[src/rtl/counter_readout_rx.sv]
// -----------------------------------------------------------------------------
// counter_readout_rx
//
// Receive-side deserializer for the multi-channel impulse counter readout
// link. A low sample on sl_in marks a frame start and latches the channel
// address; the following FRAME_BITS samples of serial_in are shifted in
// MSB first. A complete frame for a channel below NCH is written to the
// channel's register bank entry. Words for channels at or above NCH are
// rejected. With parity enabled, words with bad parity are also rejected.
// A host-side port reads the bank combinationally.
//
// Optional feature macro: RX_PARITY_EN
//   defined   -> one even-parity bit follows the data bits (FRAME_BITS = WIDTH+1)
//   undefined -> FRAME_BITS = WIDTH, no parity check
//
// Ports
//   clk          system clock, all inputs sampled on the rising edge
//   rst_n        synchronous active-low reset
//   serial_in    serial data from the counter
//   sl_in        shift/load: 0 = load/frame start, 1 = shift
//   addr_in      channel address, valid while sl_in = 0
//   ovf_in       global overflow flag, accumulated over a frame
//   rtc_ovf_in   RTC overflow flag
//   clear        zeroes all valid/ovf flags, keeps bank data
//   rd_addr      host read address
//   rd_data      stored word for rd_addr (0 when rd_addr >= NCH)
//   rd_valid     word at rd_addr received since reset/clear
//   rd_ovf       ovf_in was seen during that word's frame
//   frame_valid  one-cycle pulse when a word is stored
//   frame_addr   address of the last stored or rejected frame
//   frame_err    one-cycle pulse when a frame is rejected or aborted
//   rtc_tick     one-cycle pulse after a rising edge of rtc_ovf_in
// -----------------------------------------------------------------------------
module counter_readout_rx #(
    parameter int WIDTH = 16,
    parameter int NCH   = 8
) (
    input  logic             clk,
    input  logic             rst_n,
    input  logic             serial_in,
    input  logic             sl_in,
    input  logic [3:0]       addr_in,
    input  logic             ovf_in,
    input  logic             rtc_ovf_in,
    input  logic             clear,
    input  logic [3:0]       rd_addr,
    output logic [WIDTH-1:0] rd_data,
    output logic             rd_valid,
    output logic             rd_ovf,
    output logic             frame_valid,
    output logic [3:0]       frame_addr,
    output logic             frame_err,
    output logic             rtc_tick
);

`ifdef RX_PARITY_EN
    localparam int FRAME_BITS = WIDTH + 1;
`else
    localparam int FRAME_BITS = WIDTH;
`endif
    localparam int CW = $clog2(FRAME_BITS + 1);

    // state    | meaning
    // ST_IDLE  | after reset, waiting for the first load cycle
    // ST_SHIFT | collecting frame bits
    // ST_HOLD  | frame finished, extra shift bits ignored until next load
    typedef enum logic [1:0] {
        ST_IDLE  = 2'd0,
        ST_SHIFT = 2'd1,
        ST_HOLD  = 2'd2
    } state_t;

    state_t                  state_q;
    logic [CW-1:0]           cnt_q;
    logic [FRAME_BITS-1:0]   shreg_q;
    logic [3:0]              addr_q;
    logic                    ovf_acc_q;
    logic [WIDTH-1:0]        bank_q [NCH];
    logic [NCH-1:0]          valid_q;
    logic [NCH-1:0]          ovf_q;
    logic                    frame_valid_q;
    logic                    frame_err_q;
    logic [3:0]              frame_addr_q;
    logic                    rtc_q;
    logic                    rtc_tick_q;

    logic [FRAME_BITS-1:0]   shreg_d;
    logic [CW-1:0]           cnt_d;
    logic                    last_bit;
    logic [WIDTH-1:0]        word_d;
    logic                    addr_ok;
    logic                    par_ok;
    logic                    ovf_fin;

    // Next shift contents include the bit sampled this cycle, so the final
    // word and its check are taken from here rather than from shreg_q.
    assign shreg_d  = {shreg_q[FRAME_BITS-2:0], serial_in};
    assign cnt_d    = cnt_q + 1'b1;
    assign last_bit = (cnt_d == CW'(FRAME_BITS));
    assign word_d   = shreg_d[FRAME_BITS-1 -: WIDTH];
    assign addr_ok  = ({1'b0, addr_q} < 5'(NCH));
    assign ovf_fin  = ovf_acc_q | ovf_in;

`ifdef RX_PARITY_EN
    // Even parity over data plus parity bit: total number of ones is even.
    assign par_ok = ~(^shreg_d);
`else
    assign par_ok = 1'b1;
`endif

    always_ff @(posedge clk) begin
        if (!rst_n) begin
            state_q       <= ST_IDLE;
            cnt_q         <= '0;
            shreg_q       <= '0;
            addr_q        <= '0;
            ovf_acc_q     <= 1'b0;
            valid_q       <= '0;
            ovf_q         <= '0;
            frame_valid_q <= 1'b0;
            frame_err_q   <= 1'b0;
            frame_addr_q  <= '0;
            rtc_q         <= 1'b0;
            rtc_tick_q    <= 1'b0;
            for (int i = 0; i < NCH; i++) begin
                bank_q[i] <= '0;
            end
        end else begin
            frame_valid_q <= 1'b0;
            frame_err_q   <= 1'b0;
            rtc_q         <= rtc_ovf_in;
            rtc_tick_q    <= rtc_ovf_in & ~rtc_q;

            if (clear) begin
                valid_q <= '0;
                ovf_q   <= '0;
            end

            if (!sl_in) begin
                // A load right after another load has shifted nothing yet,
                // so only a partially filled frame counts as aborted.
                if (state_q == ST_SHIFT && cnt_q != '0) begin
                    frame_err_q  <= 1'b1;
                    frame_addr_q <= addr_q;
                end
                addr_q    <= addr_in;
                cnt_q     <= '0;
                shreg_q   <= '0;
                ovf_acc_q <= 1'b0;
                state_q   <= ST_SHIFT;
            end else if (state_q == ST_SHIFT) begin
                shreg_q   <= shreg_d;
                cnt_q     <= cnt_d;
                ovf_acc_q <= ovf_fin;
                if (last_bit) begin
                    state_q      <= ST_HOLD;
                    frame_addr_q <= addr_q;
                    if (addr_ok && par_ok) begin
                        frame_valid_q <= 1'b1;
                        // Placed after the clear so a same-cycle store keeps
                        // its own entry's flags.
                        for (int i = 0; i < NCH; i++) begin
                            if (addr_q == 4'(i)) begin
                                bank_q[i]  <= word_d;
                                valid_q[i] <= 1'b1;
                                ovf_q[i]   <= ovf_fin;
                            end
                        end
                    end else begin
                        frame_err_q <= 1'b1;
                    end
                end
            end
        end
    end

    always_comb begin
        rd_data  = '0;
        rd_valid = 1'b0;
        rd_ovf   = 1'b0;
        for (int i = 0; i < NCH; i++) begin
            if (rd_addr == 4'(i)) begin
                rd_data  = bank_q[i];
                rd_valid = valid_q[i];
                rd_ovf   = ovf_q[i];
            end
        end
    end

    assign frame_valid = frame_valid_q;
    assign frame_err   = frame_err_q;
    assign frame_addr  = frame_addr_q;
    assign rtc_tick    = rtc_tick_q;

endmodule

[config.mk]
export PLATFORM = sky130hd
export DESIGN_NAME = counter_readout_rx
export DESIGN_NICKNAME = d
export VERILOG_FILES = /design/src/rtl/counter_readout_rx.sv
export SDC_FILE = /design/constraint.sdc
export NUM_CORES = 1
export LEC_CHECK = 0
export BUFFER_PORTS_ARGS = -buffer_cell sky130_fd_sc_hd__buf_2
export CAP_MARGIN = 20
export CORE_UTILIZATION = 45
export CTS_CLUSTER_DIAMETER = 30
export DETAILED_ROUTE_END_ITERATION = 10
export GPL_TIMING_DRIVEN = 1
export HOLD_SLACK_MARGIN = 0.02
export SLEW_MARGIN = 20
export SYNTH_ARGS = -nofsm -noshare
export SYNTH_HDL_FRONTEND = slang
export SYNTH_SLANG_ARGS = --single-unit
[constraint.sdc]
create_clock -name clk -period 5.58 [get_ports clk]
set_input_delay 0.558 -clock clk [delete_from_list [all_inputs] [get_ports clk]]
set_output_delay 0.558 -clock clk [all_outputs]
set_load 0.02 [all_outputs]
# ---- Word-level counts from Yosys, hierarchy flattened
# Memories as Yosys holds them, arrays and structs flattened.
# Cells that the tools add are included.
dict set report totals {
  out_inout_bits 25
  latchBits 0
  word_cells 183
  mem_bits_ro 0
  reg_bits 51
  memories 1
  mem_bits_rw 128
  input_bits 15
}
dict set report classes {
  order_cmp 1
  div_mod_pow 0
  n_eq_ne 18
  n_reduce_logical 10
  n_shift 0
  mux 128
  n_bitwise 11
  add_sub_neg 1
  mul 0
}
# memory words word_bits read_ports rd_ports_with_merged_regs write_ports line
set mem_list {}
lappend mem_list {bank_q 8 16 8 0 8 78} ;# logic [WIDTH-1:0] bank_q [NCH];
# operator n
set op_table {}
lappend op_table {{2-to-1 mux 16 bit} 16}
lappend op_table {{2-to-1 mux 1 bit} 98}
lappend op_table {{2-to-1 mux 8 bit} 10}
lappend op_table {{== test 4 x 3 -> 1 bit (second input constant)} 8}
lappend op_table {{== test 4 x 2 -> 1 bit (second input constant)} 4}
lappend op_table {{2-to-1 mux 4 bit} 4}
lappend op_table {{bitwise OR 1 bit} 9}
lappend op_table {{== test 4 x 1 -> 1 bit (second input constant)} 2}
lappend op_table {{zero test 4 bit} 2}
lappend op_table {{AND reduction 2 bit} 3}
lappend op_table {{adder 5 x 1 -> 5 bit (second input constant)} 1}
lappend op_table {{== test 5 bit (second input constant)} 1}
lappend op_table {{nonzero test 5 bit} 1}
lappend op_table {{less-than comparator 4 bit (second input constant)} 1}
lappend op_table {{!= test 2 x 1 -> 1 bit (second input constant)} 2}
lappend op_table {{AND reduction 4 bit} 1}
lappend op_table {{AND reduction 3 bit} 1}
lappend op_table {{== test 2 x 1 -> 1 bit (second input constant)} 1}
lappend op_table {{nonzero test 2 bit} 1}
lappend op_table {{AND 1 bit} 1}
lappend op_table {{logical AND 1 bit} 1}
lappend op_table {{NOT 1 bit} 1}

# ---- Logic depth before layout (Yosys ltp)
# Gate-level depths: netlist of the first run.
dict set report depth {
  word_depth 9
  ltp_mapped 7
  mapped_depth_nobuf 6
}

# ---- Worst setup path after synthesis of the first run
# No wires, ideal clock.
dict set report synth_path {
  path_type {input to output}
  start {input port rd_addr[2]}
  end {output port rd_data[10]}
  stages 6
  path_slack_ns 2.931
  t_arrival_ns 2.091
  cell_sequence {clkbuf_1 > nand2b_1 > clkbuf_1 > nor3_1 > a2111oi_0 > o21ai_0}
}
dict set report synth_via {
  elab_chain_len 9
}
# item line
set synth_rtl {}
lappend synth_rtl {{start, declared} 46} ;# input logic [3:0] rd_addr,
lappend synth_rtl {{zero test 4 bit} 182} ;# if (rd_addr == 4'(i)) begin
lappend synth_rtl {{2-to-1 mux 16 bit (7 in series)} 182}
lappend synth_rtl {{2-to-1 mux 16 bit *} 182}
lappend synth_rtl {{end, declared} 47} ;# output logic [WIDTH-1:0] rd_data,
# Every way passes the cells marked *; elsewhere a longest branch is shown, timed or not.

# ---- Final worst setup path of the first run
dict set report layout_path {
  start {input port rd_addr[0]}
  end {output port rd_data[3]}
}
# The elaborated chain is that of the path after synthesis.

==> results of run 1 <==
[layer usage]
layer	up-vias	global-route usage	wire length (um)
met5	-	0	0
met4	0	0.0623	214
met3	17	0.0289	659
met2	113	0.353	9140
met1	2502	0.281	8260
li1	2337	-	-
[cells in the final DEF (no fill, tap or decap), types with 5 or more instances in the layout]
master,Yosys,final
a211oi_1,6,6
a21oi_1,33,33
and2_1,107,107
buf_2,5,39
buf_4,0,5
clkbuf_16,0,18
dfxtp_1,51,51
edfxtp_1,128,128
mux2i_1,40,40
mux4_2,22,22
nand2_1,65,65
nand2b_1,13,13
nand3_1,5,5
nand3b_1,11,11
nor2_1,18,18
nor2b_1,13,13
nor4_1,5,5
nor4_4,10,10
o21a_1,8,8
o21ai_0,8,8
o22ai_1,6,6
[area by class of cell]
cell class,instances,area share
Clock buffer,24,0.0543
Multi-Input combinational cell,409,0.343
Tap cell,229,0.0316
Sequential cell,179,0.536
Timing Repair Buffer,44,0.0256
Clock inverter,8,0.00827
Inverter,4,0.00165
[logic make-up (layout without fill, tap and decap cells)]
logic type / Yosys count / count (layout) / synth area share
AND/OR/NAND/NOR: 267 / 267 / 0.203
AO/OA/AOI/OAI: 74 / 74 / 0.0589
XOR/XNOR: 3 / 3 / 0.00412
multiplexers: 62 / 62 / 0.109
adder cells (fa/ha/maj): 3 / 3 / 0.00458
flip-flops: 179 / 179 / 0.593
buffers and inverters: 46 / 80 / 0.0273
[critical path: stages]
cell	delay [ps]
buf_2	540
buf_4	520
mux4_2	570
mux2i_1	220
nor2_1	60
buf_2	170
[through the flow]
step	setup slack (ps)	hold slack [ps]	instance area [um^2]
after global placement	2380	377	8510
final	2380	364	9080
after CTS	2330	355	9080
after floorplan	2930	367	8200
after detailed placement	2340	380	8510
after global routing	2210	362	9080
[worst max path at each step]
stage                from           to  slack [ps]  depth (start not counted)
2_1_floorplan  rd_addr[2]  rd_data[10]        2930                          6
3_3_place_gp   rd_addr[0]  rd_data[13]        2380                          6
3_5_place_dp   rd_addr[0]   rd_data[3]        2340                          6
4_1_cts        rd_addr[0]   rd_data[3]        2330                          6
5_1_grt        rd_addr[2]  rd_data[15]        2210                          6
6_report       rd_addr[0]   rd_data[3]        2380                          6
[power breakdown]
group | leakage [nW] | switching, mW | internal, mW | total, mW
Sequential | 1.73 | 0.0133 | 1.46 | 1.47
Clock | 0.284 | 0.484 | 0.665 | 1.15
Combinational | 1.34 | 0.114 | 0.0567 | 0.170
[sequential cells by signal, summed over array words and instances (netlist names), 2 cells and up]
signal / cells
addr_q: 4
bank_q: 128
cnt_q: 5
frame_addr: 4
ovf_q: 8
shreg_q: 15
state_q: 2
valid_q: 8
[synth_stat cells, drive strengths merged, types with 3 or more instances]
master and number:
nor3 4, a21oi 33, xor2 3, buf 15
o22ai 6, mux4 22, nor2b 13, nor3b 3
o21ai 10, dfxtp 51, nand3 5, edfxtp 128
nand2b 13, a21boi 4, nor2 18, nand2 65
nor4 17, o21a 8, ha 3, clkbuf 27
mux2i 40, nand3b 11, and2 107, inv 4
a211oi 6
==> metrics.cfg, run 1 <==
[run_status]
outcome=completed

[global_routing]
grt_pass1_wl_um=28300
antenna_found_initial=0
grt_max_degree=53
grt_pass1_vias=4887
grt-ovfl-total=0
grt_usage=0.210

[cells_and_area]
synthToLayoutAreaGrowth_pct=10.7
final_util=0.507
regArea_mm2=0.00486
n_antenna_cell=0
drive_gt1_frac=0.174
fin_nets=673
layout.cells.non_filler=897
nFillCells=1580
multi_input_area_mm2=0.00311

[timing]
worstMarginPinSlew_ps=1120
finalSetupTns_ps=0
fmax_ghz=0.312
drv_slew=0
hold_viol_final=0
rsz0062_at_grt=no
finalClockSkew_ps=10.8
slew_headroom=0.247
setup_viol=0
min_period_ps=3200
finalCritPeriodShare=0.574

[power]
power_leakage_nw=3.36
ir_worst_vdd_mv=0.245
finalPower_mw=2.79
p_per_area_mw_per_mm2=307

[setup_path]
end_kind=primary output
reg2reg_setup_slack_ps=2440
r2r-start=cnt_q[1]
timing.rr.end=bank_q[1][13]
worstPathRequired_ps=5020
startpoint_type=input port
worstPathArrival_ps=2650
critPathKind=in2out
r2r_cells=5
cp_max_fo=27

[synth]
ys_seq_area_frac=0.593
synth_area_per_cell_um2=12.9
synth_top_cells_by_area=edfxtp_1 47%, dfxtp_1 12%, and2_1 8.2%
yosysWarnings=0
yosys.area.top_type_share=0.469
syn_inst=634
yosysUniqueCellTypes=48
synth-seq-cells=179
synth_top_cell_by_area=edfxtp_1
synth_edf_count=128
synth_ff_type=edfxtp_1
async_reset_ff_frac=0
synth_area_mm2=0.00820
synthesis.nets=652

[clock_network]
cts_inserted_buffers=17
cts.sinks=179
cts_hold_buf=0
cts_resized=0
max-clock-path-buffers=2
path_clk_slew_ps=60
cts_tree=done
cts-root-buf=clkbuf_16
cts_htree_levels=4
insertion_delay_ps=430
cts_setup_buffers=0

[worst_hold_path]
min_path_cells=2
min_from=rtc_ovf_in
min_to=rtc_q
min_path_type=in2reg

[floorplanning]
initial_core_util=0.458
io_pins=40
dieArea_mm2=0.0188
row_count=49
die_y_um=137
core_area_mm2=0.0179
die_w_um=137

[drt]
vias=4969
drc=0
drt-initial-drc-count=503
routedWlPerCell_um=20.4
drt_wl_total_um=18300
ant_nets=0
firstDrtPassIters=5
viasPerCell=5.54

[place]
place.gp.congestion=0.823
hpwl_um=11400
io_buffers=39
dp_cells=865

[run]
max_cap_viol_count=0

Note: power is estimated with default switching activity, not from simulation.
==> run 2: changes to the inputs <==
==> constraint.sdc (replaced) <==
create_clock -name clk -period 2.8 [get_ports clk]
set_input_delay 0.28 -clock clk [delete_from_list [all_inputs] [get_ports clk]]
set_output_delay 0.28 -clock clk [all_outputs]
set_load 0.02 [all_outputs]
==> metrics.cfg, run 2 (synthesis gave the netlist of run 1 again) <==
[cells_and_area]
nFillCells=1562  ; -1.1%
synthToLayoutAreaGrowth_pct=14.4
drive_gt1_frac=0.213  ; +0.0398
multi_input_area_mm2=0.00311  ; unchanged
largest_reg_flops=128  ; unchanged
regMostFlops=bank_q
reg.largest.list=bank_q: 128 flops, shreg_q: 15 flops
n_antenna_cell=0  ; unchanged
layout_common_cells=128 x edfxtp_1, 107 x and2_1, 65 x nand2_1
regArea_mm2=0.00486  ; unchanged
fin_nets=703  ; +4.5%
layout_commonest_cell=edfxtp_1

[power]
finalPower_mw=5.87  ; +110%
pwr-share-seq=0.499  ; -0.028
switching_power_mw=1.33  ; +120%
p_per_area_mw_per_mm2=625  ; +100%
power_leakage_nw=3.53  ; +5.1%
clkPwrFrac=0.439  ; +0.027
p_int_mw=4.54  ; +110%
combPwrFrac=0.062  ; about the same
switching_share=0.226  ; +0.00668
ir_worst_vdd_mv=0.472  ; +92%

[global_routing]
grt-ovfl-total=0  ; unchanged
grt_pass1_wl_um=29000  ; +2.5%
antenna_found_initial=0  ; unchanged
grt_pass1_vias=5158  ; +5.5%
grt_max_degree=25  ; -53%
grt_usage=0.215  ; +0.00575

[run_status]
outcome=completed

[drt]
routedWlPerCell_um=20.2  ; -0.83%
drc=0  ; unchanged
maxUsedRoutingLayer=met4
viasPerCell=5.47  ; -1.3%
route.met2.wl_um=9220  ; +0.97%
drt-met1-wl_um=8580  ; +3.9%
dr_wl_met3_um=695  ; +5.5%
drt-initial-drc-count=450  ; -11%
drt_wl_total_um=18700  ; +2.5%
vias=5070  ; +2.0%
ant_nets=0  ; unchanged
firstDrtPassIters=6  ; +1

[clock_network]
cts_resized=0  ; unchanged
path_clk_slew_ps=70  ; about the same
cts_setup_buffers=0  ; unchanged
cts-root-buf=clkbuf_16
cts_hold_buf=0  ; unchanged
cts.sinks=179  ; unchanged
cts_htree_levels=4  ; unchanged
cts_inserted_buffers=17  ; unchanged
max-clock-path-buffers=2  ; unchanged
insertion_delay_ps=440  ; about the same
cts_tree=done

[setup_path]
r2r_cells=7  ; +2
startpoint_type=flip-flop
worstPathRequired_ps=2980  ; -2040 ps
cp_max_fo=15  ; -44%
critPathKind=reg2reg
r2r-start=cnt_q[1]
end_kind=flip-flop
worstPathArrival_ps=2600  ; -50 ps
path_cells=ha_1 > nor3b_2 > a31oi_4 > buf_4 > nor4_4 > buf_4 > and2_1
slowest_delay_ps=470  ; -100 ps
timing.rr.end=bank_q[0][12]
critPathSlowestCell=dfxtp_1
cpMostUsedCell=buf_4
reg2reg_setup_slack_ps=380  ; -2060 ps

[floorplanning]
io_pins=40  ; unchanged
dieArea_mm2=0.0188  ; unchanged
row_count=49  ; unchanged
die_w_um=137  ; unchanged
initial_core_util=0.458  ; unchanged
die_y_um=137  ; unchanged
core_area_mm2=0.0179  ; unchanged

[place]
place.gp.congestion=0.793  ; -3.6%
pre_cts_slack_ps=434  ; -1900 ps
io_buffers=39  ; unchanged
hpwl_um=12400  ; +9.0%

[timing]
drv_slew=0  ; unchanged
slew_headroom=0.566  ; +0.320
hold_viol_final=0  ; unchanged
finalSetupTns_ps=0  ; unchanged
whs_ps=76.0  ; -288 ps
worst_slack_ps=378  ; -2000 ps
finalClockSkew_ps=7.40  ; -3.43 ps
finalCritPeriodShare=0.865
worstMarginPinSlew_ps=646  ; -475 ps
fmax_ghz=0.413
rsz0062_at_grt=no
min_period_ps=2420
setup_viol=0  ; unchanged

[run]
max_cap_viol_count=0  ; unchanged

[worst_hold_path]
min_from=rtc_ovf_in
min_to=rtc_q
min_path_cells=2  ; unchanged
min_path_type=in2reg

-- run 2: layout make-up --
cell class                      count  area share
Timing Repair Buffer               74      0.0502
Inverter                            4     0.00160
Tap cell                          229      0.0305
Clock buffer                       18      0.0458
Sequential cell                   179       0.519
Multi-Input combinational cell    409       0.332
Clock inverter                     14      0.0213
-- run 2: worst max path at each step --
stage / end / slack (ps) / cells past startpoint / from
2_1_floorplan: bank_q[0][16] / 330 / 6 / cnt_q[0]
3_3_place_gp: bank_q[1][55] / 500 / 6 / cnt_q[0]
3_5_place_dp: bank_q[0][4] / 430 / 7 / cnt_q[1]
5_1_grt: bank_q[0][8] / 290 / 7 / cnt_q[1]
4_1_cts: bank_q[0][12] / 400 / 7 / cnt_q[1]
6_report: bank_q[0][12] / 380 / 7 / cnt_q[1]
-- run 2: critical path, delay by kind of cell, from the launching register on --
kind	cells	cell delay, ps
compound gates	1	430
flops	1	470
buf+inv	2	540
simple gates	3	350
fa+ha+maj	1	350
-- run 2: per-layer routing --
layer	up-vias	global-route usage
met3	15	0.0311
met2	110	0.358
li1	2389	-
met4	0	0.0678
met5	-	0
met1	2556	0.290
-- run 2: metrics by stage --
stage	utilization	area (um^2)	cells
global route	0.524	9380	927
CTS	0.524	9380	927
detailed placement	0.489	8750	895
finish	0.524	9380	927
global placement	0.489	8750	895
floorplan	-	8200	634
-- run 2: power groups by stage --
| stage | Combinational [mW] | Sequential, mW | Clock [mW] |
|---|---|---|---|
| after CTS | 0.370 | 2.93 | 2.59 |
| after global routing | 0.395 | 2.93 | 2.70 |
| after detailed placement | 0.368 | 2.98 | 0 |
| after global placement | 0.366 | 2.98 | 0 |
| after floorplan | 0.238 | 2.97 | 0 |
| final | 0.365 | 2.92 | 2.58 |
